===== src/rtl/nco_clkgen_pkg.sv =====
// Shared definitions for the multi-channel NCO clock-enable generator.
//   ACC_W_DEF / LOCK_CYCLES_DEF : default accumulator width and lock delay
//   ch_w()                      : channel-select width, max(1, clog2(n))
//   lock_state_t                : lock FSM encoding (SETTLING / LOCKED)
package nco_clkgen_pkg;

  localparam int ACC_W_DEF       = 32;
  localparam int LOCK_CYCLES_DEF = 16;

  // Width of the channel-select field; a single channel still gets one bit.
  function automatic int ch_w(input int n);
    return (n <= 2) ? 1 : $clog2(n);
  endfunction

  typedef enum logic {
    SETTLING = 1'b0,
    LOCKED   = 1'b1
  } lock_state_t;

endpackage


===== src/rtl/nco_channel.sv =====
// One phase-accumulator NCO channel.
//   clkin, reset      : clock and asynchronous active-high reset
//   en                : run enable; when low the accumulator and outputs sit at 0
//   wr                : accepted config write for this channel (one cycle)
//   wr_inc, wr_phase  : values captured into the shadow registers on wr
//   ce                : one-cycle pulse, registered carry of the accumulator add
//   clk               : registered MSB of (acc + phase), from the pre-update acc
//   pending           : shadow holds a config not yet applied
//   applied           : shadow is being copied to the live registers this cycle
module nco_channel
  import nco_clkgen_pkg::*;
#(
  parameter int               ACC_W     = ACC_W_DEF,
  parameter logic [ACC_W-1:0] RESET_INC = '0
) (
  input  logic             clkin,
  input  logic             reset,
  input  logic             en,
  input  logic             wr,
  input  logic [ACC_W-1:0] wr_inc,
  input  logic [ACC_W-1:0] wr_phase,
  output logic             ce,
  output logic             clk,
  output logic             pending,
  output logic             applied
);

  // Upper half of the phase circle: (acc + phase) >= HALF is its MSB.
  localparam logic [ACC_W-1:0] HALF = {1'b1, {(ACC_W-1){1'b0}}};

  logic [ACC_W-1:0] acc;
  logic [ACC_W-1:0] inc;
  logic [ACC_W-1:0] phase;
  logic [ACC_W-1:0] shadow_inc;
  logic [ACC_W-1:0] shadow_phase;
  logic [ACC_W:0]   sum;
  logic [ACC_W-1:0] acc_ph;
  logic             carry;
  logic             clk_next;

  always_comb begin
    sum      = {1'b0, acc} + {1'b0, inc};
    carry    = sum[ACC_W];
    acc_ph   = acc + phase;
    clk_next = (acc_ph >= HALF);
    // New settings only land at a wrap, or when the channel is idle
    // (disabled or zero increment) so no output edge can be torn.
    applied  = pending && ((en && carry) || !en || (inc == '0));
  end

  always_ff @(posedge clkin or posedge reset) begin
    if (reset) begin
      acc          <= '0;
      inc          <= RESET_INC;
      phase        <= '0;
      shadow_inc   <= '0;
      shadow_phase <= '0;
      pending      <= 1'b0;
      ce           <= 1'b0;
      clk          <= 1'b0;
    end else begin
      if (en) begin
        acc <= sum[ACC_W-1:0];
        ce  <= carry;
        clk <= clk_next;
      end else begin
        acc <= '0;
        ce  <= 1'b0;
        clk <= 1'b0;
      end

      if (applied) begin
        inc   <= shadow_inc;
        phase <= shadow_phase;
      end

      // A write is only accepted while pending is clear, so it can never
      // coincide with an apply; a write landing on a carry therefore waits
      // for the following wrap.
      if (wr) begin
        shadow_inc   <= wr_inc;
        shadow_phase <= wr_phase;
        pending      <= 1'b1;
      end else if (applied) begin
        pending <= 1'b0;
      end
    end
  end

endmodule


===== src/rtl/multi_nco_clkgen.sv =====
// Runtime-programmable multi-channel clock-enable generator.
//   clkin, reset     : clock and asynchronous active-high reset
//   ch_en            : per-channel run enable
//   cfg_valid/ready  : config write handshake
//   cfg_ch           : target channel (out-of-range writes are accepted and dropped)
//   cfg_inc/phase    : new increment / phase offset
//   ce_o, clk_o      : per-channel enable pulse and square wave
//   lock             : no config outstanding and LOCK_CYCLES quiet cycles elapsed
//   dbg_lock_state   : lock FSM state
//
// Handshake: a write transfers on any rising edge where cfg_valid and
// cfg_ready are both high. cfg_ready is combinational on cfg_ch and is low
// only while the addressed channel still holds an unapplied config.
module multi_nco_clkgen
  import nco_clkgen_pkg::*;
#(
  parameter int                      NUM_CH      = 3,
  parameter int                      ACC_W       = ACC_W_DEF,
  parameter int                      LOCK_CYCLES = LOCK_CYCLES_DEF,
  parameter logic [NUM_CH*ACC_W-1:0] DEFAULT_INC = '0
) (
  input  logic                        clkin,
  input  logic                        reset,
  input  logic [NUM_CH-1:0]           ch_en,
  input  logic                        cfg_valid,
  output logic                        cfg_ready,
  input  logic [ch_w(NUM_CH)-1:0]     cfg_ch,
  input  logic [ACC_W-1:0]            cfg_inc,
  input  logic [ACC_W-1:0]            cfg_phase,
  output logic [NUM_CH-1:0]           ce_o,
  output logic [NUM_CH-1:0]           clk_o,
  output logic                        lock,
  output lock_state_t                 dbg_lock_state
);

  localparam int CH_W    = ch_w(NUM_CH);
  localparam int CH_SPAN = 1 << CH_W;
  localparam int CNT_W   = (LOCK_CYCLES > 1) ? $clog2(LOCK_CYCLES) : 1;
  localparam logic [CNT_W-1:0] CNT_LAST = CNT_W'(LOCK_CYCLES - 1);

  logic [NUM_CH-1:0]  pending;
  logic [NUM_CH-1:0]  applied;
  logic [NUM_CH-1:0]  wr;
  logic [CH_SPAN-1:0] pending_ext;
  logic               accept;

  // Unused select codes read as "not pending", so writes to them are
  // accepted and simply go nowhere.
  always_comb begin
    pending_ext              = '0;
    pending_ext[NUM_CH-1:0]  = pending;
    cfg_ready                = !pending_ext[cfg_ch];
    accept                   = cfg_valid && cfg_ready;
  end

  for (genvar k = 0; k < NUM_CH; k++) begin : g_ch
    assign wr[k] = accept && (cfg_ch == CH_W'(k));

    nco_channel #(
      .ACC_W     (ACC_W),
      .RESET_INC (DEFAULT_INC[k*ACC_W +: ACC_W])
    ) u_ch (
      .clkin    (clkin),
      .reset    (reset),
      .en       (ch_en[k]),
      .wr       (wr[k]),
      .wr_inc   (cfg_inc),
      .wr_phase (cfg_phase),
      .ce       (ce_o[k]),
      .clk      (clk_o[k]),
      .pending  (pending[k]),
      .applied  (applied[k])
    );
  end

  // Lock FSM
  lock_state_t      state, state_n;
  logic [CNT_W-1:0] cnt, cnt_n;
  logic             cfg_busy;

  always_ff @(posedge clkin or posedge reset) begin
    if (reset) begin
      state <= SETTLING;
      cnt   <= '0;
    end else begin
      state <= state_n;
      cnt   <= cnt_n;
    end
  end

  always_comb begin
    state_n  = state;
    cnt_n    = cnt;
    cfg_busy = (|applied) || (|pending);
    case (state)
      SETTLING: begin
        // The quiet period restarts from every apply and is held off while
        // anything is still outstanding.
        if (cfg_busy) begin
          cnt_n = '0;
        end else if (cnt == CNT_LAST) begin
          state_n = LOCKED;
        end else begin
          cnt_n = cnt + CNT_W'(1);
        end
      end
      LOCKED: begin
        if (cfg_busy) begin
          state_n = SETTLING;
          cnt_n   = '0;
        end
      end
      default: begin
        state_n = SETTLING;
        cnt_n   = '0;
      end
    endcase
  end

  assign lock           = (state == LOCKED);
  assign dbg_lock_state = state;

endmodule


===== config.mk =====
export PLATFORM = sky130hd
export DESIGN_NAME = multi_nco_clkgen
export DESIGN_NICKNAME = d
export VERILOG_FILES = /design/src/rtl/nco_clkgen_pkg.sv /design/src/rtl/nco_channel.sv /design/src/rtl/multi_nco_clkgen.sv
export SDC_FILE = /design/constraint.sdc
export NUM_CORES = 1
export LEC_CHECK = 0
export ABC_AREA = 1
export BUFFER_PORTS_ARGS = -buffer_cell sky130_fd_sc_hd__clkbuf_2
export CAP_MARGIN = 30
export CORE_MARGIN = 2
export CORE_UTILIZATION = 35
export CTS_CLUSTER_SIZE = 12
export DETAILED_ROUTE_END_ITERATION = 8
export GPL_TIMING_DRIVEN = 1
export HOLD_SLACK_MARGIN = 0.05
export PLACE_DENSITY = 0.55
export REMOVE_ABC_BUFFERS = 1
export SLEW_MARGIN = 20
export SYNTH_ARGS = -nofsm -noshare
export SYNTH_HDL_FRONTEND = slang
export SYNTH_SLANG_ARGS = --single-unit

===== constraint.sdc =====
create_clock -name clkin -period 19.1 [get_ports clkin]
set_input_delay 4.775 -clock clkin [delete_from_list [all_inputs] [get_ports clkin]]
set_output_delay 4.775 -clock clkin [all_outputs]
set_load 0.03 [all_outputs]

==> results.txt, run 1 <==
status: completed
effective utilization at floorplan: 35.3%
CP delay by family, top: compound AO/OA/AOI/OAI gates
minimum clock period: 10.56 ns
RSZ-0062 raised after global routing: no
Crit. End Element: output port
DR WL/cell: 16.2 um
Hold Path Class: flop to flop
CTS tree: yes
CP startpoint kind: input port
most used routing layer: met2
share of post-route cells with drive strength above 1: 6.32%
Hold Path End: g_ch[2].u_ch.phase[0]
Critical Path Stages: 5
# rows: 102
Peak VDD IR: 0.0681 mV
grt met1 use: 25.7%
CP Class: input port to output port
Clock Pin Slew Worst Setup and Hold Paths: 0.06 ns
clock share of power: 25.5%
relative slew slack: 42.1%
clk_lat worst skew: 0.61 ns
antenna violations before repair: 0
Yosys Warn Count: 0
ant diodes: 0
Worst EP required: 14.32 ns
hold bufs inserted after CTS: 0
Die Height: 284 um
Max Freq: 94.7 MHz
first-pass GRT wire length: 124000 um
via count: 22.3k
met3 Track Usage GR: 2.10%
core area: 77500 sq um
Routability Congestion: 0.939
area delta synth->final: 11.2%
r2r endpoint: g_ch[2].u_ch.phase[29]
# clock sinks: 494
Synth async-reset ratio: 100%
number of I/O pins: 81
reg2reg start: g_ch[2].u_ch.inc[0]
Switching Share: 39.9%
most used cell, CP: clkbuf_2
Die X-Extent: 284 um
Power Total: 4360 uW
Post-Route WL: 76200 um
GR Util All Layers: 19.2%
Syn Area/Cell: 7.66 sq um
via/cell ratio: 4.76
H-tree depth: 2
clk_skew: 0.0172 ns
WHS Path Cells: 2
CP peak stage delay: 0.47 ns
Setup Fix Bufs, Post-CTS: 0
Reg2Reg Setup Slack: 15.59 ns
logic gate share of total power: 36.1%
P per Cell Area: 143 nW/um^2
worst endpoint data arrival time: 5.78 ns
total gr overflow: 0
Lkg Pwr: 0.0167 uW
deepest clock path buffer count: 3
Distinct cells, synth: 40
CP Max Fanout: 4
Max Cap Viol: 0
DR pass1 iterations: 5
Seq/Total Area, Yosys: 45.1%
CTS Root Cell: clkbuf_16
Synth Cell Area: 27400 sq um
Primary FF master, synth: dfrtp_1
die area: 80500 sq um
Final TNS setup: 0 ns
HPWL Detailed: 57200 um
Layout fillers: 8168
Port-buffer cells: 80
CP bufs+invs: 3
EDFF count, synth: 0
largest net degree at the start of global routing: 157
Hold Fails Final Rpt: 0
Cell Chain, Critical Path: clkbuf_2 -> inv_1 -> nor2_1 -> a221oi_4 -> clkbuf_2
Reg2Reg Depth: 16
Nets: 3881
vias in the first global route: 22.5k
Reg power frac: 38.4%
critical path's slowest cell: a221oi_4
hold_sp: g_ch[2].u_ch.phase[0]
Slew @ Worst Pin: 0.869 ns
DRC: 0
initial DRC count: 1305
net switching power: 1740 uW
P_int: 2620 uW
post_cts resized: 0
Detail Route Antenna Nets: 0
met2 Usage GRT: 32.6%
Pins Over Slew Limit: 0
Mapped Cells: 3576
Final setup viols: 0
synthesized flop and latch total: 494
crit share post-route: 55.3%
cts bufs inserted: 55
[Yosys cell counts (7+ instances only)]
library cell	n	share of area, %
nand2_1	1254	17
dfrtp_1	494	45
inv_1	374	5.1
nor2_1	305	4.2
nand3_1	267	4.9
ha_1	190	8.7
o21ai_1	182	3.3
a21oi_1	165	3.0
o21ai_0	73	1.3
buf_2	61	1.1
nor3_1	27	0.49
xnor2_1	24	0.77
buf_4	23	0.63
clkbuf_1	15	0.21
nand2_2	14	0.32
o21bai_1	14	0.38
nand4_1	13	0.30
buf_6	12	0.49
a21o_1	9	0.25
and2_1	7	0.16
[sequential cells by signal, indices dropped and copies added (netlist names)]
register / count
cnt: 4
dbg_lock_state: 1
g_ch.u_ch.acc: 96
g_ch.u_ch.ce: 3
g_ch.u_ch.clk: 3
g_ch.u_ch.inc: 96
g_ch.u_ch.pending: 3
g_ch.u_ch.phase: 96
g_ch.u_ch.shadow_inc: 96
g_ch.u_ch.shadow_phase: 96
[metal layers]
metal / vias to the layer above / wire (um)
li1: 11500 / -
met2: 301 / 36000
met1: 10400 / 35900
met5: - / 0
met4: 0 / 2100
met3: 107 / 2160
[worst max path at each step]
stage / from / endpoint / slack, ns
5_1_grt: cfg_ch[1] / cfg_ready / 8.48
2_1_floorplan: reset / cnt[0] / 0.54
3_3_place_gp: cfg_ch[1] / cfg_ready / 8.54
6_report: cfg_ch[1] / cfg_ready / 8.54
4_1_cts: cfg_ch[1] / cfg_ready / 8.54
3_5_place_dp: cfg_ch[1] / cfg_ready / 8.53
[power groups by stage]
| stage | clock [uW] | combinational, uW | sequential, uW |
|---|---|---|---|
| after CTS | 1140 | 1590 | 1680 |
| after global routing | 1180 | 1840 | 1720 |
| final | 1110 | 1570 | 1670 |
| after floorplan | 0 | 1370 | 1640 |
| after global placement | 0 | 1550 | 1690 |
| after detailed placement | 0 | 1580 | 1690 |
[cells in the final DEF (no fill, tap or decap), types with 4 or more instances in the layout]
cell	Yosys	routed
a21o_1	9	9
a21oi_1	165	165
a21oi_2	4	4
and2_1	7	7
buf_4	23	17
bufinv_16	0	5
clkbuf_1	15	9
clkbuf_16	0	57
clkbuf_2	0	80
clkbuf_8	0	13
clkinv_2	0	8
dfrtp_1	494	491
ha_1	190	190
inv_1	374	373
nand2_1	1254	1254
nand2_2	14	14
nand3_1	267	265
nand3_4	1	4
nand3b_1	6	6
nand4_1	13	13
nor2_1	305	305
nor2_2	4	4
nor3_1	27	27
o21a_1	5	5
o21ai_0	73	73
o21ai_1	182	182
o21bai_1	14	14
xnor2_1	24	24
[cell families after synthesis]
group | count (synthesis) | share of synthesized area [%]
adder cells (fa/ha/maj) | 193 | 8.90
buffers and inverters | 494 | 8.05
flip-flops | 494 | 45.1
XOR/XNOR | 27 | 0.864
AND/OR/NAND/NOR | 1913 | 28.3
AO/OA/AOI/OAI | 455 | 8.72
[worst reg2reg max path: cells and delay by family (launching register included)]
family,cells,cell delay (ns)
flops,1,0.41
simple gates,11,1.63
fa+ha+maj,2,0.66
buf+inv,3,0.70
[metrics by stage]
step / instances / utilization, % / setup slack (ns) / hold WS (ns) / cell area, sq um
3_3_place_gp: 4596 / 36.8 / 8.54 / 0.462 / 28500
3_5_place_dp: 4597 / 36.8 / 8.53 / 0.466 / 28500
4_1_cts: 4695 / 39.2 / 8.54 / 0.482 / 30400
2_1_floorplan: 3458 / - / 0.535 / 0.448 / 26600
5_1_grt: 4697 / 39.3 / 8.48 / 0.501 / 30500
6_report: 4697 / 39.3 / 8.54 / 0.477 / 30500
[area by class of cell]
type | instances | area, sq um | area share [%]
Clock buffer | 79 | 1640 | 5.38
Inverter | 376 | 1420 | 4.66
Sequential cell | 494 | 12400 | 40.6
Clock inverter | 19 | 250 | 0.822
Tap cell | 1040 | 1300 | 4.27
Multi-Input combinational cell | 2588 | 12800 | 42.2
Timing Repair Buffer | 101 | 631 | 2.07
No activity file was read; power rests on OpenSTA's default activity.
==> run 2, diff against run 1 <==
--- a/config.mk
+++ b/config.mk
@@ -14,7 +14,7 @@
 export DETAILED_ROUTE_END_ITERATION = 8
 export GPL_TIMING_DRIVEN = 1
 export HOLD_SLACK_MARGIN = 0.05
-export PLACE_DENSITY = 0.55
+export PLACE_DENSITY = 0.53
 export REMOVE_ABC_BUFFERS = 1
 export SLEW_MARGIN = 20
 export SYNTH_ARGS = -nofsm -noshare
==> constraint.sdc (replaced) <==
create_clock -name clkin -period 10 [get_ports clkin]
set_input_delay 2.5 -clock clkin [delete_from_list [all_inputs] [get_ports clkin]]
set_output_delay 2.5 -clock clkin [all_outputs]
set_load 0.03 [all_outputs]
==> run 2 against run 1 <==
Against the previous run: combinational power rose by 92%; register-to-register slack got worse by 9.1 ns; sequential share of layout area rose by 0.13 points; critical endpoint unchanged; largest cell class unchanged; largest power group unchanged.
==> results.txt, run 2 (synthesis gave the netlist of run 1 again) <==
status: completed (unchanged)
r2r endpoint: g_ch[2].u_ch.phase[30] (was g_ch[2].u_ch.phase[29])
net switching power: 3330 uW (was 1740 uW)
die area: 80500 sq um (unchanged)
Cell Chain, Critical Path: clkbuf_2 -> inv_1 -> nor2_1 -> a221oi_4 -> clkbuf_2 (unchanged)
relative slew slack: 45.0% (was 42.1%)
Clock Pin Slew Worst Setup and Hold Paths: 0.06 ns (about the same)
DR WL/cell: 16.5 um (was 16.2 um)
Nets: 3881 (unchanged)
Hold Fails Final Rpt: 0 (unchanged)
CP Max Fanout: 4 (unchanged)
Reg power frac: 39.0% (was 38.4%)
total gr overflow: 0 (unchanged)
Lkg Pwr: 0.0166 uW (was 0.0167 uW)
P_int: 4890 uW (was 2620 uW)
met3 Track Usage GR: 2.23% (was 2.10%)
ant diodes: 0 (unchanged)
deepest clock path buffer count: 3 (unchanged)
Die Height: 284 um (unchanged)
Pins Over Slew Limit: 0 (unchanged)
GR Util All Layers: 19.4% (was 19.2%)
Die X-Extent: 284 um (unchanged)
via/cell ratio: 4.79 (was 4.76)
minimum clock period: 6.00 ns
hold bufs inserted after CTS: 0 (unchanged)
clk_skew: 0.0333 ns (was 0.0172 ns)
DRC: 0 (unchanged)
Final setup viols: 0 (unchanged)
effective utilization at floorplan: 35.3% (unchanged)
pre-CTS setup slack: 3.99 ns (was 8.53 ns)
post_cts resized: 0 (unchanged)
number of I/O pins: 81 (unchanged)
Reg2Reg Setup Slack: 6.44 ns (was 15.59 ns)
area delta synth->final: 10.9% (was 11.2%)
logic gate share of total power: 36.6% (was 36.1%)
clk_lat worst skew: 0.62 ns (was 0.61 ns)
CP peak stage delay: 0.47 ns (about the same)
Port-buffer cells: 80 (unchanged)
Final TNS setup: 0 ns (unchanged)
Max Cap Viol: 0 (unchanged)
cts bufs inserted: 54 (was 55)
Critical Path Sink: cfg_ready (unchanged)
vias in the first global route: 22.3k (was 22.5k)
worst endpoint data arrival time: 3.50 ns (was 5.78 ns)
antenna violations before repair: 0 (unchanged)
Setup WS post-layout: 4.00 ns (was 8.54 ns)
largest net degree at the start of global routing: 138 (was 157)
crit share post-route: 60.0%
Hold Path Class: flop to flop (unchanged)
met2 Usage GRT: 32.7% (was 32.6%)
via count: 22.5k (was 22.3k)
Switching Share: 40.5% (was 39.9%)
Slew @ Worst Pin: 0.825 ns (was 0.869 ns)
CTS Root Cell: clkbuf_16 (unchanged)
Fin Hold WS: 0.479 ns (was 0.477 ns)
Peak VDD IR: 0.136 mV (was 0.0681 mV)
Max Freq: 167 MHz
Setup Fix Bufs, Post-CTS: 0 (unchanged)
commonest non-fill, non-tap cell in the layout: nand2_1 (unchanged)
final non-filler cell total: 4695 (was 4697)
reg2reg start: g_ch[2].u_ch.inc[0] (unchanged)
grt met1 use: 26.4% (was 25.7%)
DR pass1 iterations: 5 (unchanged)
first-pass GRT wire length: 125000 um (was 124000 um)
P per Cell Area: 271 nW/um^2 (was 143 nW/um^2)
# clock sinks: 494 (unchanged)
CTS tree: yes (unchanged)
most used routing layer: met2 (unchanged)
placed cell count: 4597 (unchanged)
CP startpoint kind: input port (unchanged)
Post-Route WL: 77500 um (was 76200 um)
H-tree depth: 2 (unchanged)
core area: 77500 sq um (unchanged)
RSZ-0062 raised after global routing: no (unchanged)
Worst Setup SP: cfg_ch[1] (unchanged)
Detail Route Antenna Nets: 0 (unchanged)
critical path's slowest cell: a221oi_4 (unchanged)
# rows: 102 (unchanged)
Worst EP required: 7.50 ns (was 14.32 ns)
most used cell, CP: clkbuf_2 (unchanged)
Reg2Reg Depth: 16 (unchanged)
Routability Congestion: 0.946 (was 0.939)
most frequent cells in the layout: nand2_1 (1254), dfrtp_1 (491), inv_1 (373), nor2_1 (305), nand3_1 (265) (unchanged)
Crit. End Element: output port (unchanged)
initial DRC count: 1277 (was 1305)
share of post-route cells with drive strength above 1: 6.24% (was 6.32%)
HPWL Detailed: 58100 um (was 57200 um)
Power Total: 8220 uW (was 4360 uW)
CP Class: input port to output port (unchanged)
clock share of power: 24.4% (was 25.5%)
-- run 2: cell types whose count changed in the layout (fill, tap and decap cells not counted), moves of 2 or more --
cell	change
clkinvlp_4	+2
clkbuf_8	-2
clkinv_4	-2
clkbuf_16	-3
bufinv_16	-2
-- run 2: how the worst min path moves through the flow --
stage                                  end  cells past startpoint  slack [ns]                   start
finish              g_ch[1].u_ch.phase[28]                      2        0.48  g_ch[1].u_ch.phase[28]
global route        g_ch[1].u_ch.phase[16]                      2        0.50  g_ch[1].u_ch.phase[16]
CTS                 g_ch[1].u_ch.phase[12]                      2        0.48  g_ch[1].u_ch.phase[12]
detailed placement  g_ch[1].u_ch.phase[12]                      2        0.47  g_ch[1].u_ch.phase[12]
global placement    g_ch[1].u_ch.phase[12]                      2        0.47  g_ch[1].u_ch.phase[12]
floorplan            g_ch[0].u_ch.phase[0]                      2        0.45   g_ch[0].u_ch.phase[0]
-- run 2: critical path: cells and delay by family --
kind | cells | cell delay, ns
AOI/OAI and AO/OA | 1 | 0.47
buffers and inverters | 3 | 0.45
and+or+nand+nor | 1 | 0.08
-- run 2: final cells by class --
class                           instances  area, sq um
Clock buffer                           75         1540
Inverter                              376         1420
Timing Repair Buffer                  102          658
Sequential cell                       494        12400
Fill cell                            8150        47100
Clock inverter                         20          228
Multi-Input combinational cell       2588        12800
Tap cell                             1040         1300
-- run 2: power groups by stage --
stage | clock [uW] | sequential, uW | combinational (uW)
after global placement | 0 | 3240 | 2970
final | 2000 | 3210 | 3010
after CTS | 2060 | 3210 | 3040
after floorplan | 0 | 3130 | 2620
after detailed placement | 0 | 3240 | 3020
after global routing | 2140 | 3290 | 3520
-- run 2: layer usage --
layer / wire, um / vias to the layer above / part of all wire (%)
li1: - / 11500 / -
met1: 36400 / 10600 / 47
met2: 36700 / 306 / 47
met3: 2320 / 116 / 3.0
met4: 2100 / 0 / 2.7
met5: 0 / - / 0
-- run 2: stage by stage --
step | instance area, sq um | util [%]
global placement | 28500 | 36.8
CTS | 30300 | 39.1
floorplan | 26600 | -
global route | 30400 | 39.2
detailed placement | 28500 | 36.8
finish | 30400 | 39.2
